`config.mk`:
```
export PLATFORM = sky130hd
export DESIGN_NAME = display_arbiter
export DESIGN_NICKNAME = d
export VERILOG_FILES = /design/src/rtl/display_arbiter.sv
export SDC_FILE = /design/constraint.sdc
export NUM_CORES = 1
export LEC_CHECK = 0
export CAP_MARGIN = 20
export CORE_ASPECT_RATIO = 0.5
export CORE_MARGIN = 8
export CORE_UTILIZATION = 32
export DETAILED_ROUTE_END_ITERATION = 8
export SYNTH_ARGS = -nofsm -noshare
export SYNTH_HDL_FRONTEND = slang
export SYNTH_SLANG_ARGS = --single-unit
```
`constraint.sdc`:
```
create_clock -name clk -period 7.6 [get_ports clk]
set_input_delay 0.76 -clock clk [delete_from_list [all_inputs] [get_ports clk]]
set_output_delay 0.76 -clock clk [all_outputs]
set_load 0.03 [all_outputs]
```
`src/rtl/display_arbiter.sv`:
```
// Round-robin owner of the shared 7-segment display with minimum dwell and a blanking gap between owners.
// Optional urgent-requester-0 preemption is built only when DISP_ARB_PREEMPT_EN is defined.
module display_arbiter #(
   parameter int unsigned NUM_REQ      = 4,
   parameter int unsigned DWELL_CYCLES = 50000000,
   parameter int unsigned BLANK_CYCLES = 1000000,
   parameter logic [31:0] IDLE_VALUE   = 32'h0000_0000
) (
   input  logic                   clk,
   input  logic                   reset,
   input  logic [NUM_REQ-1:0]     req,
   input  logic [NUM_REQ*32-1:0]  req_value,
   output logic [NUM_REQ-1:0]     grant,
   output logic [2:0]             owner,
   output logic [31:0]            display_value,
   output logic                   display_blank
);

   localparam int unsigned IDX_W = (NUM_REQ > 4) ? 3 : ((NUM_REQ > 2) ? 2 : 1);
   localparam int unsigned DW_W  = $clog2(DWELL_CYCLES + 1);
   localparam int unsigned GP_W  = (BLANK_CYCLES < 2) ? 1 : $clog2(BLANK_CYCLES + 1);

   typedef enum logic [1:0] {
      S_IDLE = 2'd0,
      S_OWN  = 2'd1,
      S_GAP  = 2'd2
   } state_t;

   state_t               r_state, w_state_nxt;
   logic [NUM_REQ-1:0]   r_grant, w_grant_nxt;
   logic [2:0]           r_owner, w_owner_nxt;
   logic [31:0]          r_value, w_value_nxt;
   logic                 r_blank, w_blank_nxt;
   logic [DW_W-1:0]      r_dwell, w_dwell_nxt;
   logic [GP_W-1:0]      r_gap,   w_gap_nxt;

   logic [31:0]          w_vals [NUM_REQ];
   logic [3:0]           w_search;
   logic [NUM_REQ-1:0]   w_owner_oh;
   logic                 w_others, w_own_req, w_dwell_done, w_gap_last;
   logic [31:0]          w_own_val;
   logic                 w_preempt, w_force0, w_win_found;
   logic [2:0]           w_win;
   logic                 w_take, w_idle, w_hand;

   // First requester at or after ptr+1 (wrapping); bit 3 flags a hit
   function automatic logic [3:0] f_search(input logic [NUM_REQ-1:0] rq, input logic [2:0] ptr);
      logic       found;
      logic [2:0] idx;
      logic [2:0] cand;
      found = 1'b0;
      idx   = 3'd0;
      for (int k = 1; k <= int'(NUM_REQ); k++) begin
         cand = 3'((int'(ptr) + k) % int'(NUM_REQ));
         if (!found && rq[IDX_W'(cand)]) begin
            found = 1'b1;
            idx   = cand;
         end
      end
      return {found, idx};
   endfunction

   always_comb begin
      for (int i = 0; i < int'(NUM_REQ); i++) w_vals[i] = req_value[32*i +: 32];
   end

   assign w_search     = f_search(req, r_owner);
   assign w_owner_oh   = NUM_REQ'(1) << r_owner;
   assign w_others     = |(req & ~w_owner_oh);
   assign w_own_req    = req[IDX_W'(r_owner)];
   assign w_own_val    = w_vals[IDX_W'(r_owner)];
   assign w_dwell_done = (32'(r_dwell) + 32'd1) >= DWELL_CYCLES;
   assign w_gap_last   = (32'(r_gap) + 32'd1) >= BLANK_CYCLES;

`ifdef DISP_ARB_PREEMPT_EN
   logic r_urgent;

   // Remember across the gap that the handover was a preemption
   assign w_preempt = (r_state == S_OWN) && req[0] && (r_owner != 3'd0);
   assign w_force0  = req[0] && (w_preempt || (r_urgent && (r_state == S_GAP)));

   always_ff @(posedge clk or posedge reset) begin
      if (reset)                                  r_urgent <= 1'b0;
      else if (w_preempt)                         r_urgent <= 1'b1;
      else if (!(r_state == S_GAP && !w_gap_last)) r_urgent <= 1'b0;
   end
`else
   assign w_preempt = 1'b0;
   assign w_force0  = 1'b0;
`endif

   assign w_win       = w_force0 ? 3'd0 : w_search[2:0];
   assign w_win_found = w_force0 | w_search[3];

   always_ff @(posedge clk or posedge reset) begin
      if (reset) begin
         r_state <= S_IDLE;
         r_grant <= '0;
         r_owner <= 3'(NUM_REQ - 1);
         r_value <= IDLE_VALUE;
         r_blank <= 1'b0;
         r_dwell <= '0;
         r_gap   <= '0;
      end else begin
         r_state <= w_state_nxt;
         r_grant <= w_grant_nxt;
         r_owner <= w_owner_nxt;
         r_value <= w_value_nxt;
         r_blank <= w_blank_nxt;
         r_dwell <= w_dwell_nxt;
         r_gap   <= w_gap_nxt;
      end
   end

   always_comb begin
      w_state_nxt = r_state;
      w_grant_nxt = r_grant;
      w_owner_nxt = r_owner;
      w_value_nxt = r_value;
      w_blank_nxt = r_blank;
      w_dwell_nxt = r_dwell;
      w_gap_nxt   = r_gap;
      w_take      = 1'b0;
      w_idle      = 1'b0;
      w_hand      = 1'b0;

      case (r_state)
         S_IDLE: begin
            if (|req) w_take = 1'b1;
         end
         S_OWN: begin
            w_value_nxt = w_own_val;
            if (32'(r_dwell) < DWELL_CYCLES) w_dwell_nxt = r_dwell + DW_W'(1);
            if (!w_own_req) begin
               if (w_others) w_hand = 1'b1;
               else          w_idle = 1'b1;
            end else if (w_others && (w_dwell_done || w_preempt)) begin
               w_hand = 1'b1;
            end
         end
         S_GAP: begin
            w_gap_nxt = r_gap + GP_W'(1);
            if (w_gap_last) begin
               if (w_win_found) w_take = 1'b1;
               else             w_idle = 1'b1;
            end
         end
         default: w_idle = 1'b1;
      endcase

      // Blank the digits for the gap, keeping the old value latched
      if (w_hand) begin
         if (BLANK_CYCLES == 0) begin
            w_take = 1'b1;
         end else begin
            w_state_nxt = S_GAP;
            w_grant_nxt = '0;
            w_blank_nxt = 1'b1;
            w_gap_nxt   = '0;
            w_value_nxt = r_value;
         end
      end

      if (w_take) begin
         w_state_nxt = S_OWN;
         w_grant_nxt = NUM_REQ'(1) << w_win;
         w_owner_nxt = w_win;
         w_value_nxt = w_vals[IDX_W'(w_win)];
         w_blank_nxt = 1'b0;
         w_dwell_nxt = '0;
      end

      if (w_idle) begin
         w_state_nxt = S_IDLE;
         w_grant_nxt = '0;
         w_value_nxt = IDLE_VALUE;
         w_blank_nxt = 1'b0;
      end
   end

   assign grant         = r_grant;
   assign owner         = r_owner;
   assign display_value = r_value;
   assign display_blank = r_blank;

endmodule

```
## Yosys cells after proc, flatten, opt, wreduce, memory -nomap -nowiden

Index checks and enable logic that the tools add are counted.

- Word-level logic and storage cells: 114
- Register bits after elaboration: 88
- Input port bits: 134
- Output and inout port bits: 40

- Bitwise operators: 8
- Add/subtract/negate cells: 8
- Eq/ne operators: 3
- Shift operators: 2
- Reductions and logical operators: 21
- Multiplexer cells: 55
- $lt $le $gt $ge: 10

Operators with widths:

| kind | count |
|---|---|
| $mux 32 | 8 |
| $bmux 32 s2 | 2 |
| $mux 26 | 3 |
| $mux 20 | 2 |
| $add 26x1->27 const B | 1 |
| $ge 27x26->1 const B | 1 |
| $add 26x1->26 const B | 1 |
| $lt 26x26->1 const B | 1 |
| $mux 1 | 23 |
| $add 20x1->21 const B | 1 |
| $ge 21x20->1 const B | 1 |
| $add 20x1->20 const B | 1 |
| $lt 2x3->1 const B | 5 |
| $mux 3 | 4 |
| $mux 4 | 3 |
| $bmux 1 s2 | 5 |
| $reduce_or 2->1 | 4 |
| $reduce_or 4->1 | 2 |
| $shl 1x3->4 const A | 2 |
| $ge 3x3->1 const B | 2 |
| $mux 2 | 3 |
| $not 2->3 | 2 |
| $reduce_bool 2->1 | 3 |
| $reduce_bool 3->1 | 2 |
| other kinds (14) | 25 |

## Longest topological paths before layout

Gate-level depths: netlist of run 1.

- Depth in word-level cells: 19
- Depth in mapped cells: 14
- Gate-level depth less buffers: 10

## Least setup slack after synthesis of run 1

No wires, ideal clock.

- Kind: register to register
- Start point: reg r_owner[1] (netlist: owner[1])
- End point: reg r_value[26] (netlist: display_value[26])
- Path buffers: 3
- Clock period less this slack: 3.286 ns
- Data required time: 7.527 ns
- Stages on the path, launching flop included: 13
- Library setup time: 0.073 ns
- Setup slack: 4.314 ns
- Arrival time: 3.213 ns
- Cells stage by stage: dfstp_2 -> clkbuf_1 -> buf_2 -> inv_1 -> ha_1 -> mux2_2 -> o2111ai_1 -> nand4_1 -> o21ai_1 -> clkbuf_1 -> o221a_2 -> nand3_1 -> a2bb2oi_2

- Longest elaborated chain between the ends: 19
- Elaborated cells between the ends (all ways): 60
- Those cells by class: add/sub: 4; eq/ne: 1; shift: 1; mux: 40; bitwise: 4; reduce/logical: 10

Ends and longest elaborated chain:

| item | line | source |
|---|---|---|
| from (decl) | 31 | `logic [2:0] r_owner, w_owner_nxt;` |
| from (signal assigned) | 99 | `r_owner <= 3'(NUM_REQ - 1);` |
| from (signal assigned) | 107 | `r_owner <= w_owner_nxt;` |
| $add 2x1->2 | 54 | `cand = 3'((int'(ptr) + k) % int'(NUM_REQ));` |
| $bmux 1 s2 | 55 | `if (!found && rq[IDX_W'(cand)]) begin` |
| $mux 1 (implied by the code) | 55 |  |
| $mux 1 | 55 |  |
| $logic_not 1->1 | 55 |  |
| $logic_and 1x1->1 | 55 |  |
| $mux 1 | 55 |  |
| $logic_not 1->1 | 55 |  |
| (+2 left out) | -- |  |
| $logic_not 1->1 | 55 |  |
| $logic_and 1x1->1 | 55 |  |
| $mux 3 | 55 |  |
| $not 2->3 (implied by the code) | 168 | `w_value_nxt = w_vals[IDX_W'(w_win)];` |
| $bmux 32 s2 | 168 |  |
| $mux 32 (implied by the code) (2 in a row) | 168 |  |
| $mux 32 | 164 | `if (w_take) begin` |
| $mux 32 | 173 | `if (w_idle) begin` |
| to (signal assigned) | 108 | `r_value <= w_value_nxt;` |
| to (decl) | 32 | `logic [31:0] r_value, w_value_nxt;` |

Several ways; a longest one is shown, not always the timed one. The select of a mux whose other input is x is not followed.
A chain may end at the register's enable or synchronous reset.

## Worst setup path after layout of run 1

- Start point: reg r_owner[0] (netlist: owner[0])
- End point: reg r_value[19] (netlist: display_value[19])

The elaborated chain is that of the path after synthesis.

==> results of run 1 <==
==> registers in the layout, summed over array words and instances (netlist names) <==
register and count:
display_value 32, r_dwell 26, r_gap 20, grant 4
owner 2, r_state 2
==> cell usage in the layout (no fill, tap or decap), types with 6 or more instances in the layout <==
| cell | Yosys | layout |
|---|---|---|
| sky130_fd_sc_hd__nand3_1 | 57 | 57 |
| sky130_fd_sc_hd__and3_1 | 14 | 14 |
| sky130_fd_sc_hd__and2_1 | 6 | 6 |
| sky130_fd_sc_hd__a31oi_1 | 17 | 17 |
| sky130_fd_sc_hd__ha_1 | 8 | 8 |
| sky130_fd_sc_hd__o311ai_0 | 25 | 25 |
| sky130_fd_sc_hd__clkbuf_16 | 0 | 9 |
| sky130_fd_sc_hd__o22ai_1 | 35 | 35 |
| sky130_fd_sc_hd__nand2b_1 | 8 | 8 |
| sky130_fd_sc_hd__mux4_2 | 33 | 33 |
| sky130_fd_sc_hd__nor2_1 | 40 | 40 |
| sky130_fd_sc_hd__o21ai_0 | 13 | 13 |
| sky130_fd_sc_hd__buf_4 | 4 | 16 |
| sky130_fd_sc_hd__o221a_2 | 31 | 31 |
| sky130_fd_sc_hd__o311ai_1 | 7 | 7 |
| sky130_fd_sc_hd__nand4_1 | 46 | 46 |
| sky130_fd_sc_hd__inv_1 | 49 | 48 |
| sky130_fd_sc_hd__and4_1 | 7 | 7 |
| sky130_fd_sc_hd__a21oi_1 | 50 | 48 |
| sky130_fd_sc_hd__a2bb2oi_2 | 12 | 12 |
| sky130_fd_sc_hd__nor3_1 | 14 | 13 |
| sky130_fd_sc_hd__xnor2_1 | 7 | 7 |
| sky130_fd_sc_hd__clkdlybuf4s50_1 | 0 | 172 |
| sky130_fd_sc_hd__a2bb2oi_1 | 20 | 20 |
| sky130_fd_sc_hd__nand2_1 | 47 | 47 |
| sky130_fd_sc_hd__xor2_1 | 22 | 22 |
| sky130_fd_sc_hd__dfrtp_1 | 84 | 84 |
| sky130_fd_sc_hd__o211ai_1 | 6 | 6 |
==> cells by family (layout without fill, tap and decap cells) <==
kind of cell / count (synthesis) / in the layout / synth area share
fa+ha+maj: 8 / 8 / 0.0132
other cells: 1 / 3 / 0.000494
compound gates: 260 / 260 / 0.277
flops: 86 / 86 / 0.284
buf+inv: 134 / 253 / 0.0787
xor+xnor: 31 / 31 / 0.0377
simple gates: 275 / 275 / 0.203
mux: 39 / 39 / 0.106
==> metrics by stage <==
| stage | area [µm²] | util | power (mW) | hold slack [ns] | instances |
|---|---|---|---|---|---|
| global route | 9790 | 0.414 | 4.21 | 0.551 | 1270 |
| finish | 9790 | 0.414 | 3.95 | 0.527 | 1270 |
| floorplan | 7600 | - | 2.75 | 0.491 | 834 |
| CTS | 9770 | 0.413 | 3.94 | 0.534 | 1267 |
| global placement | 9520 | 0.402 | 3.47 | 0.514 | 1252 |
| detailed placement | 9520 | 0.402 | 3.50 | 0.518 | 1252 |
==> report_power, final <==
group          switching, mW  internal, mW  leakage (nW)
Sequential             0.153         0.611          1.12
Clock                  0.203         0.221         0.115
Combinational           1.54          1.22          2.48
==> cell type report <==
cell class	instances	area (µm²)	share of cell area
sequential	86	2150	0.220
multi-input combinational	614	4940	0.504
inverter	49	185	0.0189
tap	315	394	0.0402
antenna	2	5.00	0.000511
clock buffer	12	236	0.0241
timing repair buffer	189	1860	0.190
clock inverter	3	22.5	0.00230
==> per-layer routing <==
metal	routed length, µm	global-route usage	share of wire
met4	310	0.0424	0.011
met1	13800	0.282	0.48
met2	11700	0.257	0.41
met3	2710	0.0673	0.095
met5	22	0	0.00077
==> worst paths after layout <==
| check | from | to | cells after the start |
|---|---|---|---|
| worst max-delay path | owner[0] | display_value[19] | 9 |
| worst min-delay path | display_value[6] | display_value[6] | 1 |
| worst max register to register | owner[0] | display_value[19] | 9 |
| worst min register to register | display_value[6] | display_value[6] | 1 |
| max in group asynchronous | reset | display_value[3] | 3 |
| min in group asynchronous | reset | r_gap[17] | 2 |
==> implementation parameters, run 1 <==
Parameter                              Value

Outcome
  Run status    complete, no violations

STA
  Setup TNS    0 ns
  Minimum clock period    4.52 ns
  Worst setup slack after layout    3.08 ns
  Final max-slew violation count    0
  Headroom to the max-slew limit    0.226
  Final setup vio count    0
  Worst Skew    0.0131 ns
  Max Freq    0.221 GHz
  Share of the clock period used by the worst path after layout    0.595
  Setup repair after global routing missed its margin    no
  Count of endpoints failing hold in the final timing report    0
  Slew @ Worst Pin    1.16 ns

Logic synthesis
  Biggest area consumer among synthesized cells    sky130_fd_sc_hd__dfrtp_1
  Synth Net Count    976
  Count of flip-flops with a built-in enable after synthesis    0
  Leading post-synthesis cells by cell area    sky130_fd_sc_hd__dfrtp_1 28%, sky130_fd_sc_hd__mux4_2 9.8%, sky130_fd_sc_hd__o221a_2 4.6%
  Area fraction of the dominant cell type after synthesis    0.277
  Synthesized area divided by synthesized cell count    9.11 µm²
  Yosys warning total    0
  Async set-or-reset flop fraction in the synthesized netlist    1.00
  Fraction of the yosys area taken by sequential cells    0.284
  Post-synth top flop    sky130_fd_sc_hd__dfrtp_1
  Yosys reg bits    86
  Synth cell count leaders    84 x sky130_fd_sc_hd__dfrtp_1, 57 x sky130_fd_sc_hd__nand3_1, 52 x sky130_fd_sc_hd__clkbuf_1, 50 x sky130_fd_sc_hd__a21oi_1, 49 x sky130_fd_sc_hd__inv_1
  Synth cell types    76
  Instance count of the mapped netlist    834
  Cell with the most instances after synthesis    sky130_fd_sc_hd__dfrtp_1
  Total standard cell area after synthesis    7600 µm²

Floorplanning
  Vertical die dimension    125 µm
  Core footprint    23700 µm²
  Die area    29200 µm²
  FP Rows    40
  Chip Width    234 µm
  Top-level I/O count    174
  Starting density of the core    0.321

Critical path
  Cell family with the largest share of critical-path delay    compound AO/OA/AOI/OAI gates
  Worst Path Arrival    4.80 ns
  Setup slack of the worst register-to-register path    3.08 ns
  Critical path fanouts, max    45
  Critical-path top delay cell    sky130_fd_sc_hd__o21ai_4
  Slowest cell delay on critical path    0.98 ns
  CP bufs+invs    1
  Critical Path Sink Type    flop
  Endpoint required time on the critical path    7.88 ns
  Cell-by-cell trace of the critical path    buf_4 > mux2i_1 > a21boi_0 > a21oi_4 > nand2_1 > o21ai_4 > o221a_2 > nand3_1 > a2bb2oi_1
  Type of origin of the critical path    flop
  Category of the critical setup timing path    flop to flop

Clock network
  TritonCTS clock tree    done
  Maximum buffer depth of the clock tree    2
  Root buffer cell    sky130_fd_sc_hd__clkbuf_16
  Worst-skew pair later-pin latency    0.36 ns
  Clock transition at the registers of the reported paths    0.07 ns
  Htree depth    3
  Post-CTS Hold Buffers    0
  Sink count of the clock tree    86
  Total clock buffers created by CTS    9
  Post-CTS setup buffer count    0
  Cts repair resizes    0

Placement
  Number of buffers added on ports    172
  DP Wirelength    19600 µm
  Global placer's final weighted congestion    0.839
  Pre-CTS setup slack    2.77 ns

Global route
  First-pass GRT wire length    43800 µm
  GR Util All Layers    0.190
  Antenna violations before repair    4
  Gr ovfl total    0
  Number of global-route vias before repair    7355
  Pin count of the biggest net entering global routing    48

Route
  Final routed wire length divided by cell count    22.5 µm
  Vias per Instance    6.01
  Total routed wirelength    28600 µm
  Initial drt markers    597
  Number of vias after detailed routing    7631
  Number of nets still failing antenna checks after routing    0
  Iteration count of the initial detailed-routing pass    4
  Drt drc    0

Power
  Maximum resistive drop on vdd    0.203 mV
  P_leak    3.71 nW
  Power per unit of standard cell area    404 nW/µm²

Flow run
  Number of maximum-capacitance violations    0

Worst hold path
  Hold crit path type    flop to flop

Layout
  Fillers    2351
  Fin nets    1091
  P&R area growth vs syn    28.9%
  Layout cell share with drive strength beyond 1    0.151
Power figures use the tool's default switching activity.
==> inputs of run 2 (changes only) <==
clock period = 4.3 ns   (was 7.6 ns; I/O delays follow)
==> run 2 against run 1 <==
  * Sequential share of layout area fell by 0.23 points
  * Sequential power grew 77%
  * Cell count increased by 0.79%
  * Maximum frequency increased by 22%
  * Non-clock buffer count grew 11
  * Count of clock-buffer cells in the layout unchanged
  * Flip-flop and latch count unchanged
  * Register-to-register slack got worse by 2.5 ns
  * Final area is 1.0% higher
  * Critical endpoint is now display_value[28]
==> implementation parameters, run 2 (synthesis results as in run 1) <==
Parameter                              Value

Outcome
  Run status    complete, no violations

Critical path
  Endpoint required time on the critical path    4.59 ns
  Worst Path Arrival    4.00 ns
  Critical Path Sink Type    flop
  Critical path fanouts, max    18
  Category of the critical setup timing path    flop to flop
  Type of origin of the critical path    flop

Clock network
  Sink count of the clock tree    86
  Maximum buffer depth of the clock tree    2
  Post-CTS setup buffer count    0
  Cts repair resizes    0
  Worst-skew pair later-pin latency    0.36 ns
  Post-CTS Hold Buffers    0
  TritonCTS clock tree    done
  Root buffer cell    sky130_fd_sc_hd__clkbuf_16
  Htree depth    3
  Total clock buffers created by CTS    9
  Clock transition at the registers of the reported paths    0.07 ns

Layout
  Most common cell after layout, fill and taps aside    sky130_fd_sc_hd__clkdlybuf4s50_1
  # diodes    0
  Total area of multi-input combinational cells    4940 µm²
  Layout cell share with drive strength beyond 1    0.164
  Fin nets    1102
  Storage cell area    2150 µm²
  P&R area growth vs syn    30.2%
  Top library cells by usage in the layout, fill and taps aside    172 x sky130_fd_sc_hd__clkdlybuf4s50_1, 84 x sky130_fd_sc_hd__dfrtp_1, 57 x sky130_fd_sc_hd__nand3_1
  Fillers    2315
  Non-Filler Cell Area, Final    9900 µm²
  Filler-free cell count of the finished design    1280
  Max reg flops    32

STA
  Final setup vio count    0
  Final max-slew violation count    0
  Setup TNS    0 ns
  Setup repair after global routing missed its margin    no
  Max Freq    0.269 GHz
  Slew @ Worst Pin    1.02 ns
  Minimum clock period    3.72 ns
  Share of the clock period used by the worst path after layout    0.864
  Headroom to the max-slew limit    0.316
  Count of endpoints failing hold in the final timing report    0
  Worst Skew    0.00794 ns

Route
  Iteration count of the initial detailed-routing pass    5
  Total routed wirelength    28500 µm
  Final routed wire length divided by cell count    22.3 µm
  Drt drc    0
  Number of vias after detailed routing    7725
  Initial drt markers    814
  Number of nets still failing antenna checks after routing    0
  Vias per Instance    6.04

Floorplanning
  Top-level I/O count    174
  Core footprint    23700 µm²
  Chip Width    234 µm
  Starting density of the core    0.321
  FP Rows    40
  Die area    29200 µm²
  Vertical die dimension    125 µm

Power
  Maximum resistive drop on vdd    0.337 mV
  Power per unit of standard cell area    725 nW/µm²
  P_leak    3.78 nW
  Final Power    7.18 mW

Global route
  Gr ovfl total    0
  GR Util All Layers    0.191
  First-pass GRT wire length    44200 µm
  Pin count of the biggest net entering global routing    68
  Number of global-route vias before repair    7310
  Antenna violations before repair    1

Placement
  Global placer's final weighted congestion    0.953
  DP Wirelength    20500 µm
  Cell total after placement    1264
  Number of buffers added on ports    172
  Post-DP Area    9620 µm²

Worst hold path
  Hold crit path type    flop to flop

Flow run
  Number of maximum-capacitance violations    0
[run 2: final timing paths]
path,start,end,slack [ns],depth (start not counted)
min reg2reg,display_value[4],display_value[4],0.53,1
max,owner[1],display_value[28],0.58,10
min,display_value[4],display_value[4],0.53,1
min in group asynchronous,reset,r_gap[11],0.55,2
max reg2reg,owner[1],display_value[28],0.58,10
max in group asynchronous,reset,display_value[16],2.90,3
[run 2: power by group]
group	switching, mW	total (mW)	leakage (nW)	internal [mW]
clock network	0.355	0.776	0.138	0.421
logic	2.81	5.05	2.53	2.24
registers	0.271	1.35	1.12	1.08
total	3.43	7.18	3.78	3.75
[run 2: per-stage QoR]
step / util / worst slack (ns) / hold WS [ns]
3_5_place_dp: 0.406 / 0.598 / 0.516
6_report: 0.418 / 0.585 / 0.527
5_1_grt: 0.418 / 0.360 / 0.550
2_1_floorplan: - / 1.01 / 0.491
3_3_place_gp: 0.406 / 0.733 / 0.509
4_1_cts: 0.418 / 0.616 / 0.530
[run 2: layout make-up]
cell class              count  share of cell area
clock inverters             4             0.00228
clock buffers              12              0.0259
well taps                 315              0.0398
multi-input cells         614               0.499
repair buffers            200               0.196
flip-flops and latches     86               0.218
inverters                  49              0.0187
[run 2: worst max-delay path, stage by stage, from the launching register on]
cell                        delay, ns
sky130_fd_sc_hd__dfstp_2         0.75
sky130_fd_sc_hd__inv_1           0.16
sky130_fd_sc_hd__ha_1            0.45
sky130_fd_sc_hd__a21boi_0        0.58
sky130_fd_sc_hd__o21ai_4         0.29
sky130_fd_sc_hd__and3_1          0.26
sky130_fd_sc_hd__buf_4           0.21
sky130_fd_sc_hd__o311ai_0        0.40
sky130_fd_sc_hd__o221a_2         0.27
sky130_fd_sc_hd__nand3_1         0.07
sky130_fd_sc_hd__a2bb2oi_1       0.16
[run 2: routing by layer]
metal | track usage | wire length [µm] | vias to the layer above
li1 | - | - | 3518
met1 | 0.293 | 13900 | 3768
met2 | 0.251 | 11200 | 420
met3 | 0.0709 | 3250 | 19
met4 | 0.0269 | 174 | 0
met5 | 0 | 0 | -
